`config.mk`:
```
export PLATFORM = sky130hd
export DESIGN_NAME = int_request_ctrl
export DESIGN_NICKNAME = d
export VERILOG_FILES = /design/src/rtl/int_request_ctrl.sv
export SDC_FILE = /design/constraint.sdc
export NUM_CORES = 1
export LEC_CHECK = 0
export ABC_AREA = 0
export CAP_MARGIN = 0
export CORE_MARGIN = 4
export CORE_UTILIZATION = 45
export CTS_BUF_LIST = sky130_fd_sc_hd__clkbuf_4
export DETAILED_ROUTE_END_ITERATION = 12
export MAX_ROUTING_LAYER = met4
export PLACE_DENSITY_LB_ADDON = 0.15
export SLEW_MARGIN = 20
export SYNTH_ARGS = -nofsm -noshare
export SYNTH_HDL_FRONTEND = slang
export SYNTH_SLANG_ARGS = --single-unit
```
`constraint.sdc`:
```
create_clock -name clk -period 1.3 [get_ports clk]
set_input_delay 0.26 -clock clk [delete_from_list [all_inputs] [get_ports clk]]
set_output_delay 0.26 -clock clk [all_outputs]
set_load 0.03 [all_outputs]
```
`src/rtl/int_request_ctrl.sv`:
```
// int_request_ctrl: collects rising-edge interrupt events from NSRC device lines,
// holds them pending, masks and prioritizes them (lowest index wins) and issues
// one interrupt at a time to the CPU, waiting for eret before issuing the next.
// Optional build macro: INT_SYNC_EN adds a two-flop synchronizer on every irq bit.
module int_request_ctrl #(
    parameter int unsigned NSRC = 4,
    parameter int unsigned IDW  = $clog2(NSRC)
) (
    input  logic            clk,
    input  logic            reset,
    input  logic [NSRC-1:0] irq,
    input  logic            mask_we,
    input  logic [NSRC-1:0] mask_wdata,
    input  logic            eret,
    output logic            int_out,
    output logic [IDW-1:0]  int_id,
    output logic            in_service,
    output logic [NSRC-1:0] pending,
    output logic [NSRC-1:0] mask
);

    typedef enum logic [1:0] {StIdle, StReq, StServ} state_t;

    state_t          state_q, state_d;
    logic [NSRC-1:0] irq_s;
    logic [NSRC-1:0] irq_d_q;
    logic [NSRC-1:0] irq_edge;
    logic [NSRC-1:0] pending_q, pending_d;
    logic [NSRC-1:0] mask_q;
    logic [NSRC-1:0] eligible;
    logic [NSRC-1:0] clr;
    logic [IDW-1:0]  int_id_q, int_id_d;
    logic [IDW-1:0]  win_id;
    logic            int_out_q;
    logic            in_service_q;

`ifdef INT_SYNC_EN
    logic [NSRC-1:0] sync1_q, sync2_q;

    // Two-flop synchronizer for asynchronous device sources
    always_ff @(posedge clk or posedge reset) begin
        if (reset) begin
            sync1_q <= '0;
            sync2_q <= '0;
        end else begin
            sync1_q <= irq;
            sync2_q <= sync1_q;
        end
    end

    assign irq_s = sync2_q;
`else
    assign irq_s = irq;
`endif

    assign irq_edge = irq_s & ~irq_d_q;
    assign eligible = pending_q & mask_q;

    // Fixed priority: scan downwards so the lowest eligible index is left in win_id
    always_comb begin
        win_id = '0;
        for (int i = NSRC - 1; i >= 0; i--) begin
            if (eligible[i]) win_id = IDW'(i);
        end
    end

    // Next state, winner latch and pending clear on the accepting eret
    always_comb begin
        state_d  = state_q;
        int_id_d = int_id_q;
        clr      = '0;
        unique case (state_q)
            StIdle: begin
                if (|eligible) begin
                    state_d  = StReq;
                    int_id_d = win_id;
                end
            end
            StReq: state_d = StServ;
            StServ: begin
                if (eret) begin
                    state_d       = StIdle;
                    clr[int_id_q] = 1'b1;
                end
            end
            default: state_d = StIdle;
        endcase
        // A new edge in the same cycle as the clear wins
        pending_d = (pending_q & ~clr) | irq_edge;
    end

    // State, pending, mask and registered outputs
    always_ff @(posedge clk or posedge reset) begin
        if (reset) begin
            state_q      <= StIdle;
            irq_d_q      <= '0;
            pending_q    <= '0;
            mask_q       <= '1;
            int_id_q     <= '0;
            int_out_q    <= 1'b0;
            in_service_q <= 1'b0;
        end else begin
            state_q      <= state_d;
            irq_d_q      <= irq_s;
            pending_q    <= pending_d;
            int_id_q     <= int_id_d;
            int_out_q    <= (state_d == StReq);
            in_service_q <= (state_d == StServ);
            if (mask_we) mask_q <= mask_wdata;
        end
    end

    assign int_out    = int_out_q;
    assign int_id     = int_id_q;
    assign in_service = in_service_q;
    assign pending    = pending_q;
    assign mask       = mask_q;

endmodule

```
# ---- Word-level counts from Yosys, hierarchy flattened
# Index checks and enable logic that the tools add are counted.
dict set report word_totals {
  ff_bits 18
  out_inout_bits 12
}
dict set report classes {
  n_lt_le_gt_ge 2
  eq_ne 4
  mux 11
  n_bitwise 6
  n_reduce_logical 4
}
# op count
set op_table {}
lappend op_table {{$and 4x4->4} 3}
lappend op_table {{$mux 2} 6}
lappend op_table {{$mux 4} 2}
lappend op_table {{$not 4->4} 2}
lappend op_table {{$pmux 2 s3} 1}
lappend op_table {{$eq 2x1->1 const B} 2}
lappend op_table {{$eq 2x2->1 const B} 2}
lappend op_table {{$or 4x4->4} 1}
lappend op_table {{$reduce_or 4->1} 1}
lappend op_table {{$lt 2x3->1 const B} 1}
lappend op_table {{$demux 1 s2} 1}
lappend op_table {{$ge 2x1->1 const B} 1}
lappend op_table {{$logic_not 2->1} 1}
lappend op_table {{$reduce_and 2->1} 1}
lappend op_table {{$logic_and 1x1->1} 1}
lappend op_table {{$mux 1} 1}

# ---- Longest topological paths before layout
# Gate-level depths: netlist (run 1).
dict set report logic_depth {
  word_depth 9
  depth_mapped 4
  depth_no_buf 3
}

# ---- Least setup slack after synthesis (run 1)
# No wires, ideal clock.
dict set report synth_path {
  path_kind {register to register}
  from {register mask_q[0], in the netlist mask[0]}
  to {register int_id_q[1], in the netlist int_id[1]}
  setup_time_ps 127
  arrival_time_ps 1082
  path_slack_ps 91
  path_stages_with_launch 3
  path_buffers 0
  period_less_slack_ps 1209
  path_cell_list {dfstp_2 -> a22oi_1 -> o32a_2}
}
dict set report synth_via {
  elab_chain_len 3
}
# element line
set synth_lines {}
lappend synth_lines {{start: declaration} 29} ;# logic [NSRC-1:0] mask_q;
lappend synth_lines {{start signal: assignment} 109} ;# if (mask_we) mask_q <= mask_wdata;
lappend synth_lines {{$and 4x4->4 *} 57} ;# assign eligible = pending_q & mask_q;
lappend synth_lines {{$reduce_or 4->1} 74} ;# if (|eligible) begin
lappend synth_lines {{$reduce_and 2->1 (no source line)} -}
lappend synth_lines {{end signal: assignment} 106} ;# int_id_q <= int_id_d;
lappend synth_lines {{end: declaration} 32} ;# logic [IDW-1:0] int_id_q, int_id_d;
# Every way passes the cells marked *; elsewhere a longest branch is shown, timed or not.
# A chain may end at the register's enable or synchronous reset.

# ---- Worst setup path in the final report (run 1)
dict set report layout_path {
  from {register in_service_q, in the netlist in_service}
  to {output port in_service}
}
# element line
set layout_lines {}
lappend layout_lines {{start: declaration} 35} ;# logic in_service_q;
lappend layout_lines {{start signal: assignment} 108} ;# in_service_q <= (state_d == StServ);
lappend layout_lines {{end: declaration} 17} ;# output logic in_service,
# No word-level cell between the ends.

==> flow_summary_export.csv, run 1 <==
group,metric,value,unit
outcome,status,"complete, no violations",
sta,slew_violations,0,
yosys,synth_seq_area_share,64.0,%
yosys,synth_top_area_cell,"dfrtp_1",
placement,placed_cell_area,933,sq um
critical_path,crit_path_cell_trace,"clkdlybuf4s15_1",
critical_path,cp.required,1.04,ns
global_route,met3_usage,4.51,%
finish,final_util,65.9,%
drt,first_pass_iters,4,
global_route,grt_pass1_wl,2100,microns
clock_network,htreeDepth,1,
floorplan,pin_count,24,
yosys,yosysWarnings,0,
critical_path,crit_type,"flop to output port",
global_route,grt_max_degree,14,
global_route,grt_overflow,0,
power,power.density,1920,nW/um^2
sta,tightest_slew,0.293,ns
yosys,synth_cell_types,18,
clock_network,clk_latency,0.30,ns
critical_path,worstPathBufferInverterCount,1,
placement,gp_congestion,0.729,
power,power,1910,uW
sta,finalSetupTns,0,ns
sta,fmax,792,MHz
yosys,syn-num-nets,68,
yosys,synth_area_leaders,"dfrtp_1, dfstp_2, mux2_2",
drt,drc,0,
sta,finalWorstSetupSlack,0.0372,ns
clock_network,clockRootBuffer,"clkbuf_4",
worst_hold_path,hp-class,"input port to async pin",
critical_path,cp-start-kind,"flop",
placement,pre_cts_slack,-0.0239,ns
sta,rsz0062_at_grt,"no",
floorplan,die_h,47.8,microns
critical_path,path_max_fanout,1,
floorplan,die_x,47.8,microns
power,peakVddDrop,0.000860,V
sta,hold_viol_final,0,
yosys,ys_ff_latch,18,
sta,setup_violations,0,
finish,drive_gt1_share,31.4,%
drt,wl_per_cell,13.6,microns
global_route,grt_usage,14.0,%
clock_network,cts.sinks,18,
placement,dp_hpwl,1020,microns
sta,post-route-period-util,97.1,%
drt,drt_wl_total,1380,microns
finish,nFillCells,122,
power,p_leak,0.000450,uW
clock_network,cts_hold_buf,0,
yosys,synth_area,712,sq um
sta,fin_crit,1.26,ns
clock_network,cts_buffer_depth,2,
global_route,grt_pass1_vias,462,
job,drv_cap,0,
critical_path,endpoint_kind,"output port",
drt,drt_iter0_drc,9,
yosys,syn_inst,56,
placement,io_buffers,23,
floorplan,dieArea,2280,sq um
floorplan,rows,14,
global_route,grtUsageMet1,17.9,%
finish,nets,99,
sta,timing.slew.headroom,80.5,%
drt,ant_nets,0,
drt,num_vias,540,
finish,final_area,993,sq um
critical_path,cp_slowest_stage_delay,0.38,ns
yosys,synth.avg_cell_area,12.7,sq um
clock_network,cts-buffers-inserted,3,
critical_path,arrival,1.00,ns
global_route,grt_antenna_before_repair,0,
critical_path,slowest_stage,"dfrtp_1",
drt,viasPerCell,5.29,
yosys,synth_top_area_share,49.2,%
critical_path,critPathTopFamily,"flip-flops",
floorplan,core,1510,sq um
finish,syn2layout_area_growth,39.5,%
sta,skew,0.00970,ns
global_route,top_usage_layer,"met2",
global_route,grtUsageMet2,20.8,%
clock_network,cts.reportedPaths.clkPinSlew,0.11,ns
finish,n_antenna_cell,0,
floorplan,start_util,47.3,%
clock_network,cts_tree,"built",
## kinds of logic after synthesis
kind of cell,after synthesis,synth area share [%]
buffers and inverters,8,5.27
AND/OR/NAND/NOR,9,7.56
multiplexers,4,6.33
AO/OA/AOI/OAI,17,16.9
flip-flops,18,64.0
## metrics by stage
stage | std cells | hold slack, ns
after floorplan | 56 | 0.196
after global placement | 95 | 0.408
after detailed placement | 95 | 0.416
after CTS | 100 | 0.177
after global routing | 102 | 0.192
final | 102 | 0.172
## per-layer routing
| metal | vias up | part of all wire, % |
|---|---|---|
| li1 | 260 | - |
| met1 | 259 | 43 |
| met2 | 19 | 49 |
| met3 | 2 | 7.7 |
| met4 | 0 | 0.58 |
| met5 | - | 0 |
## power breakdown
part / internal, uW / leakage, uW / total, uW / switching [uW]
clock: 112 / 0.0000154 / 284 / 172
combinational: 331 / 0.000236 / 738 / 406
sequential: 716 / 0.000199 / 884 / 168
## final cells by class
class / instances / area [sq um] / share of cell area (%)
multi-input combinational: 30 / 219 / 22.0
timing repair buffer: 27 / 246 / 24.8
clock buffer: 3 / 22.5 / 2.27
inverter: 7 / 26.3 / 2.64
tap: 16 / 20.0 / 2.02
clock inverter: 1 / 3.75 / 0.378
sequential: 18 / 455 / 45.8
## synthesized netlist by cell type (all sizes together)
library cell	number
dfrtp	14
inv	7
o21ai	6
nand2	5
dfstp	4
mux2	4
a22o	3
a21oi	2
a311oi	2
a21boi	1
a22oi	1
a32o	1
and4bb	1
buf	1
nand3b	1
nand4b	1
nor2	1
o32a	1
## flip-flops by register name (all words and copies together), names as in the netlist
register / flops
state_q: 2
irq_d_q: 4
int_out: 1
int_id: 2
mask: 4
in_service: 1
pending: 4
## final timing paths
check | start | end | slack, ns | cells after the start
max in group asynchronous | reset | irq_d_q[1]$_DFF_PP0_ | 0.71 | 3
min | reset | int_id[0]$_DFFE_PP0P_ | 0.17 | 2
max | in_service$_DFF_PP0_ | in_service | 0.04 | 1
min in group clk | irq[3] | irq_d_q[3]$_DFF_PP0_ | 0.42 | 1
min reg2reg | irq_d_q[3]$_DFF_PP0_ | pending[3]$_DFF_PP0_ | 0.43 | 1
max reg2reg | mask[0]$_DFFE_PP1P_ | int_id[1]$_DFFE_PP0P_ | 0.10 | 3
## layout by cell type (no fill, tap or decap)
cell             netlist  final
a32o_1                 1      1
dfstp_2                4      4
a22o_1                 3      3
buf_6                  1      3
a21oi_1                2      2
clkbuf_4               0      3
nand4b_1               1      1
inv_1                  7      7
a21boi_0               1      1
o21ai_0                6      6
a311oi_1               2      2
clkdlybuf4s50_1        0     11
o32a_2                 1      1
mux2_2                 4      4
clkdlybuf4s15_1        0      2
a22oi_1                1      1
dfrtp_1               14     14
nand2_1                5      5
buf_4                  0     11
and4bb_1               1      1
nand3b_1               1      1
nor2_2                 1      1
clkinv_1               0      1
## repair_timing
action                     in CTS  in global routing
gates resized for setup         2                  5
setup endpoints to repair       3                  5
setup buffers                   1                  2
(Power assumes the default switching activity.)
==> inputs of run 2 (changes only) <==
--- a/config.mk
+++ b/config.mk
@@ -10,3 +10,3 @@
 export CORE_MARGIN = 4
-export CORE_UTILIZATION = 45
+export CORE_UTILIZATION = 41
 export CTS_BUF_LIST = sky130_fd_sc_hd__clkbuf_4
--- a/constraint.sdc
+++ b/constraint.sdc
@@ -3,2 +3,2 @@
 set_output_delay 0.26 -clock clk [all_outputs]
-set_load 0.03 [all_outputs]
+set_load 0.05 [all_outputs]
==> flow_summary_export.csv, run 2 (synthesized netlist as in run 1, its figures left out) <==
group,metric,value,unit
finish,drive_gt1_share,36.8,%
floorplan,pin_count,24,
sta,fin_crit,1.27,ns
placement,io_buffers,23,
floorplan,die_h,49.7,microns
drt,ant_nets,0,
drt,drt_wl_total,1520,microns
critical_path,crit_type,"flop to output port",
finish,final_cell_mix,"dfrtp_1, buf_12, clkdlybuf4s50_1",
finish,final_common_cell,"dfrtp_1",
sta,post-route-period-util,97.5,%
critical_path,path_max_fanout,3,
critical_path,slowest_stage,"dfstp_2",
outcome,status,"complete, no violations",
critical_path,cp.required,1.04,ns
finish,final_area,1140,sq um
sta,rsz0062_at_grt,"yes",
clock_network,cts_buffer_depth,2,
sta,timing.slew.headroom,81.9,%
clock_network,cts.sinks,18,
sta,fmax,789,MHz
drt,drt_iter0_drc,18,
sta,tightest_slew,0.271,ns
sta,skew,0.00101,ns
floorplan,core,1580,sq um
global_route,grt_pass1_vias,548,
floorplan,die_x,49.7,microns
global_route,grt_overflow,0,
drt,viasPerCell,5.27,
global_route,grt_max_degree,19,
drt,wl_per_cell,14.8,microns
finish,syn2layout_area_growth,60.6,%
floorplan,dieArea,2470,sq um
critical_path,crit_path_cell_trace,"buf_12",
clock_network,clockRootBuffer,"clkbuf_4",
job,drv_cap,0,
sta,setup_violations,0,
critical_path,cp-start-kind,"flop",
clock_network,cts.reportedPaths.clkPinSlew,0.10,ns
drt,drc,0,
global_route,grt_pass1_wl,2560,microns
clock_network,cts_hold_buf,0,
finish,nFillCells,100,
finish,final_util,72.5,%
floorplan,rows,14,
finish,n_antenna_cell,0,
clock_network,htreeDepth,1,
clock_network,clk_latency,0.29,ns
sta,hold_viol_final,0,
critical_path,cp_slowest_stage_delay,0.58,ns
critical_path,critPathTopFamily,"flip-flops",
drt,num_vias,543,
critical_path,arrival,1.01,ns
placement,gp_congestion,0.772,
placement,placed_cell_area,1080,sq um
power,power,2450,uW
power,peakVddDrop,0.00137,V
finish,nets,100,
power,p_leak,0.000513,uW
floorplan,start_util,45.2,%
worst_hold_path,hp-class,"input port to async pin",
global_route,grt_usage,14.1,%
placement,dp_hpwl,1080,microns
clock_network,cts-buffers-inserted,3,
clock_network,cts_tree,"built",
critical_path,worstPathBufferInverterCount,1,
sta,slew_violations,0,
global_route,grt_antenna_before_repair,0,
power,power.density,2150,nW/um^2
critical_path,endpoint_kind,"output port",
drt,first_pass_iters,6,
[run 2: metrics by stage]
stage / hold slack [ns] / TNS [ns] / cells / setup slack [ns]
floorplan: 0.196 / 0 / 56 / 0.0164
global placement: 0.407 / -0.0278 / 95 / -0.0166
detailed placement: 0.417 / -0.0500 / 95 / -0.0259
CTS: 0.276 / 0 / 102 / 0.00726
global route: 0.287 / -0.00448 / 103 / -0.00367
finish: 0.269 / 0 / 103 / 0.0320
[run 2: final timing paths]
| path | startpoint | endpoint | slack, ns | depth (start not counted) |
|---|---|---|---|---|
| max | mask[3]$_DFFE_PP1P_ | mask[3] | 0.03 | 1 |
| min | reset | irq_d_q[0]$_DFF_PP0_ | 0.27 | 3 |
| max reg2reg | mask[1]$_DFFE_PP1P_ | int_id[1]$_DFFE_PP0P_ | 0.08 | 3 |
| min reg2reg | irq_d_q[1]$_DFF_PP0_ | pending[1]$_DFF_PP0_ | 0.43 | 1 |
| max in group asynchronous | reset | mask[0]$_DFFE_PP1P_ | 0.78 | 3 |
| min in group clk | irq[3] | irq_d_q[3]$_DFF_PP0_ | 0.42 | 1 |
[run 2: what timing repair did]
item	4_1_cts	5_1_grt
gates resized for setup	0	2
setup endpoints to repair	3	4
cloned	0	0
setup buffers	3	1
[run 2: final cells by class]
type	instances	area, sq um	area share [%]
timing repair buffer	28	388	33.9
sequential	18	455	39.8
tap	16	20.0	1.75
multi-input combinational	30	228	19.9
inverter	7	26.3	2.30
clock inverter	1	3.75	0.328
clock buffer	3	22.5	1.97
[run 2: power by group]
part / total (uW) / internal [uW] / switching [uW]
Combinational: 1220 / 616 / 608
Clock: 285 / 112 / 174
Sequential: 945 / 717 / 228
Total: 2450 / 1440 / 1010
[run 2: metal layers]
metal | wire (microns) | track usage, % | up-vias
li1 | - | - | 262
met3 | 106 | 3.01 | 4
met1 | 649 | 18.5 | 254
met2 | 745 | 21.4 | 23
met5 | 0 | - | -
met4 | 19 | 5.53 | 0
==> inputs of run 3 (changes only) <==
--- a/config.mk
+++ b/config.mk
@@ -9,3 +9,2 @@
 export CAP_MARGIN = 0
-export CORE_MARGIN = 4
 export CORE_UTILIZATION = 41
@@ -13,3 +12,2 @@
 export DETAILED_ROUTE_END_ITERATION = 12
-export MAX_ROUTING_LAYER = met4
 export PLACE_DENSITY_LB_ADDON = 0.15
--- a/constraint.sdc
+++ b/constraint.sdc
@@ -3,2 +3,2 @@
 set_output_delay 0.26 -clock clk [all_outputs]
-set_load 0.05 [all_outputs]
+set_load 0.005 [all_outputs]
==> flow_summary_export.csv, run 3 (synthesized netlist as in run 1, its figures left out) <==
group,metric,value,unit
finish,multi_input_area,219,sq um
drt,wl_per_cell,13.9,microns
sta,whs,0.163,ns
drt,num_vias,589,
placement,dp_hpwl,1150,microns
clock_network,cts.reportedPaths.clkPinSlew,0.10,ns
clock_network,clockRootBuffer,"clkbuf_4",
floorplan,die_x,43.7,microns
drt,met2WireLength,783,microns
clock_network,htreeDepth,1,
sta,fin_crit,1.23,ns
clock_network,cts-buffers-inserted,3,
drt,wl_met3,72,microns
drt,ant_nets,0,
placement,io_buffers,23,
critical_path,endpoint_kind,"output port",
floorplan,rows,14,
floorplan,pin_count,24,
global_route,grt_antenna_before_repair,0,
drt,drc,1,
placement,dp_cells,99,
finish,finalNonFillerCells,109,
critical_path,crit_type,"flop to output port",
critical_path,cp_slowest_stage_delay,0.41,ns
global_route,grt_max_degree,14,
sta,hold_viol_final,0,
placement,gp_congestion,0.739,
power,peakVddDrop,0.000968,V
clock_network,cts.sinks,18,
critical_path,worstPathBufferInverterCount,1,
floorplan,start_util,45.7,%
critical_path,path_max_fanout,2,
critical_path,critPathTopFamily,"flip-flops",
sta,skew,0.00562,ns
finish,final_util,66.1,%
drt,drt_iter0_drc,6,
floorplan,die_h,43.7,microns
outcome,status,"complete, but fails checks",
finish,n_antenna_cell,0,
finish,drive_gt1_share,30.1,%
finish,nFillCells,140,
critical_path,arrival,0.97,ns
finish,syn2layout_area_growth,44.6,%
sta,slew_violations,0,
finish,final_cell_mix,"dfrtp_1, clkdlybuf4s50_1, buf_4",
sta,post-route-period-util,95.0,%
outcome,failed_checks,"design-rule violations",
worst_hold_path,hp-class,"input port to async pin",
global_route,grt_pass1_wl,2590,microns
sta,tightest_slew,0.320,ns
finish,final_common_cell,"dfrtp_1",
sta,fmax,810,MHz
critical_path,slowest_stage,"dfrtp_1",
critical_path,cp-start-kind,"flop",
floorplan,core,1560,sq um
drt,drt_wl_total,1520,microns
critical_path,crit_path_cell_trace,"dlygate4sd2_1",
sta,finalWorstSetupSlack,0.0656,ns
power,power,1760,uW
critical_path,cp.required,1.04,ns
power,p_leak,0.000473,uW
drt,highest_layer,"met4",
global_route,grt_overflow,0,
global_route,grt_pass1_vias,598,
global_route,grt_usage,19.2,%
finish,nets,106,
drt,viasPerCell,5.40,
placement,pre_cts_slack,-0.0398,ns
drt,wl_met1,627,microns
job,drv_cap,0,
sta,setup_violations,0,
sta,timing.slew.headroom,78.7,%
clock_network,cts_buffer_depth,2,
clock_network,cts_tree,"built",
finish,seqCellArea,455,sq um
clock_network,cts_hold_buf,0,
drt,first_pass_iters,8,
sta,rsz0062_at_grt,"no",
floorplan,dieArea,1910,sq um
power,power.density,1710,nW/um^2
clock_network,clk_latency,0.30,ns
-- run 3: changes by cell type in the layout (fill, tap and decap cells not counted), sizes merged --
cell	change
dlygate4sd2	+8
buf	-2
-- run 3: routing by layer --
metal | vias up | GRT usage (%)
met5 | - | 0
met4 | 0 | 7.50
met3 | 5 | 5.00
met2 | 18 | 33.1
met1 | 289 | 22.7
li1 | 277 | -
-- run 3: through the flow --
step / cell area, sq um / TNS, ns
after floorplan: 712 / 0
after global placement: 988 / -0.0411
after detailed placement: 988 / -0.0687
after CTS: 1040 / 0
after global routing: 1030 / 0
final: 1030 / 0
-- run 3: area by class of cell --
cell class | count | share of cell area, %
Sequential cell | 18 | 44.2
Inverter | 7 | 2.55
Multi-Input combinational cell | 30 | 21.3
Tap cell | 16 | 1.94
Clock buffer | 3 | 2.19
Timing Repair Buffer | 34 | 27.5
Clock inverter | 1 | 0.365
-- run 3: path summary, 6_finish.rpt --
kind | start | endpoint | slack (ns) | depth (start not counted)
setup / recovery | pending[0]$_DFF_PP0_ | pending[0] | 0.07 | 1
hold reg to reg | irq_d_q[1]$_DFF_PP0_ | pending[1]$_DFF_PP0_ | 0.44 | 1
hold / removal | reset | irq_d_q[0]$_DFF_PP0_ | 0.16 | 2
min in group clk | irq[0] | irq_d_q[0]$_DFF_PP0_ | 0.42 | 1
max in group asynchronous | reset | int_id[1]$_DFFE_PP0P_ | 0.70 | 3
setup reg to reg | mask[0]$_DFFE_PP1P_ | int_id[1]$_DFFE_PP0P_ | 0.08 | 3
-- run 3: repair_timing --
action,CTS,global route
gates resized for setup,23,1
pin swaps,0,0
setup endpoints to repair,12,1
buffers inserted,6,0
-- run 3: where the power goes --
part	switching [uW]	internal [uW]
Sequential	112	715
Combinational	276	378
Clock	169	112
Total	557	1210
-- run 3: worst register-to-register path, delay by kind of cell, from the launching register on --
family / cells / cell delay [ns]
DFF: 1 / 0.54
AOI/OAI and AO/OA: 2 / 0.46
buffers and inverters: 1 / 0.11
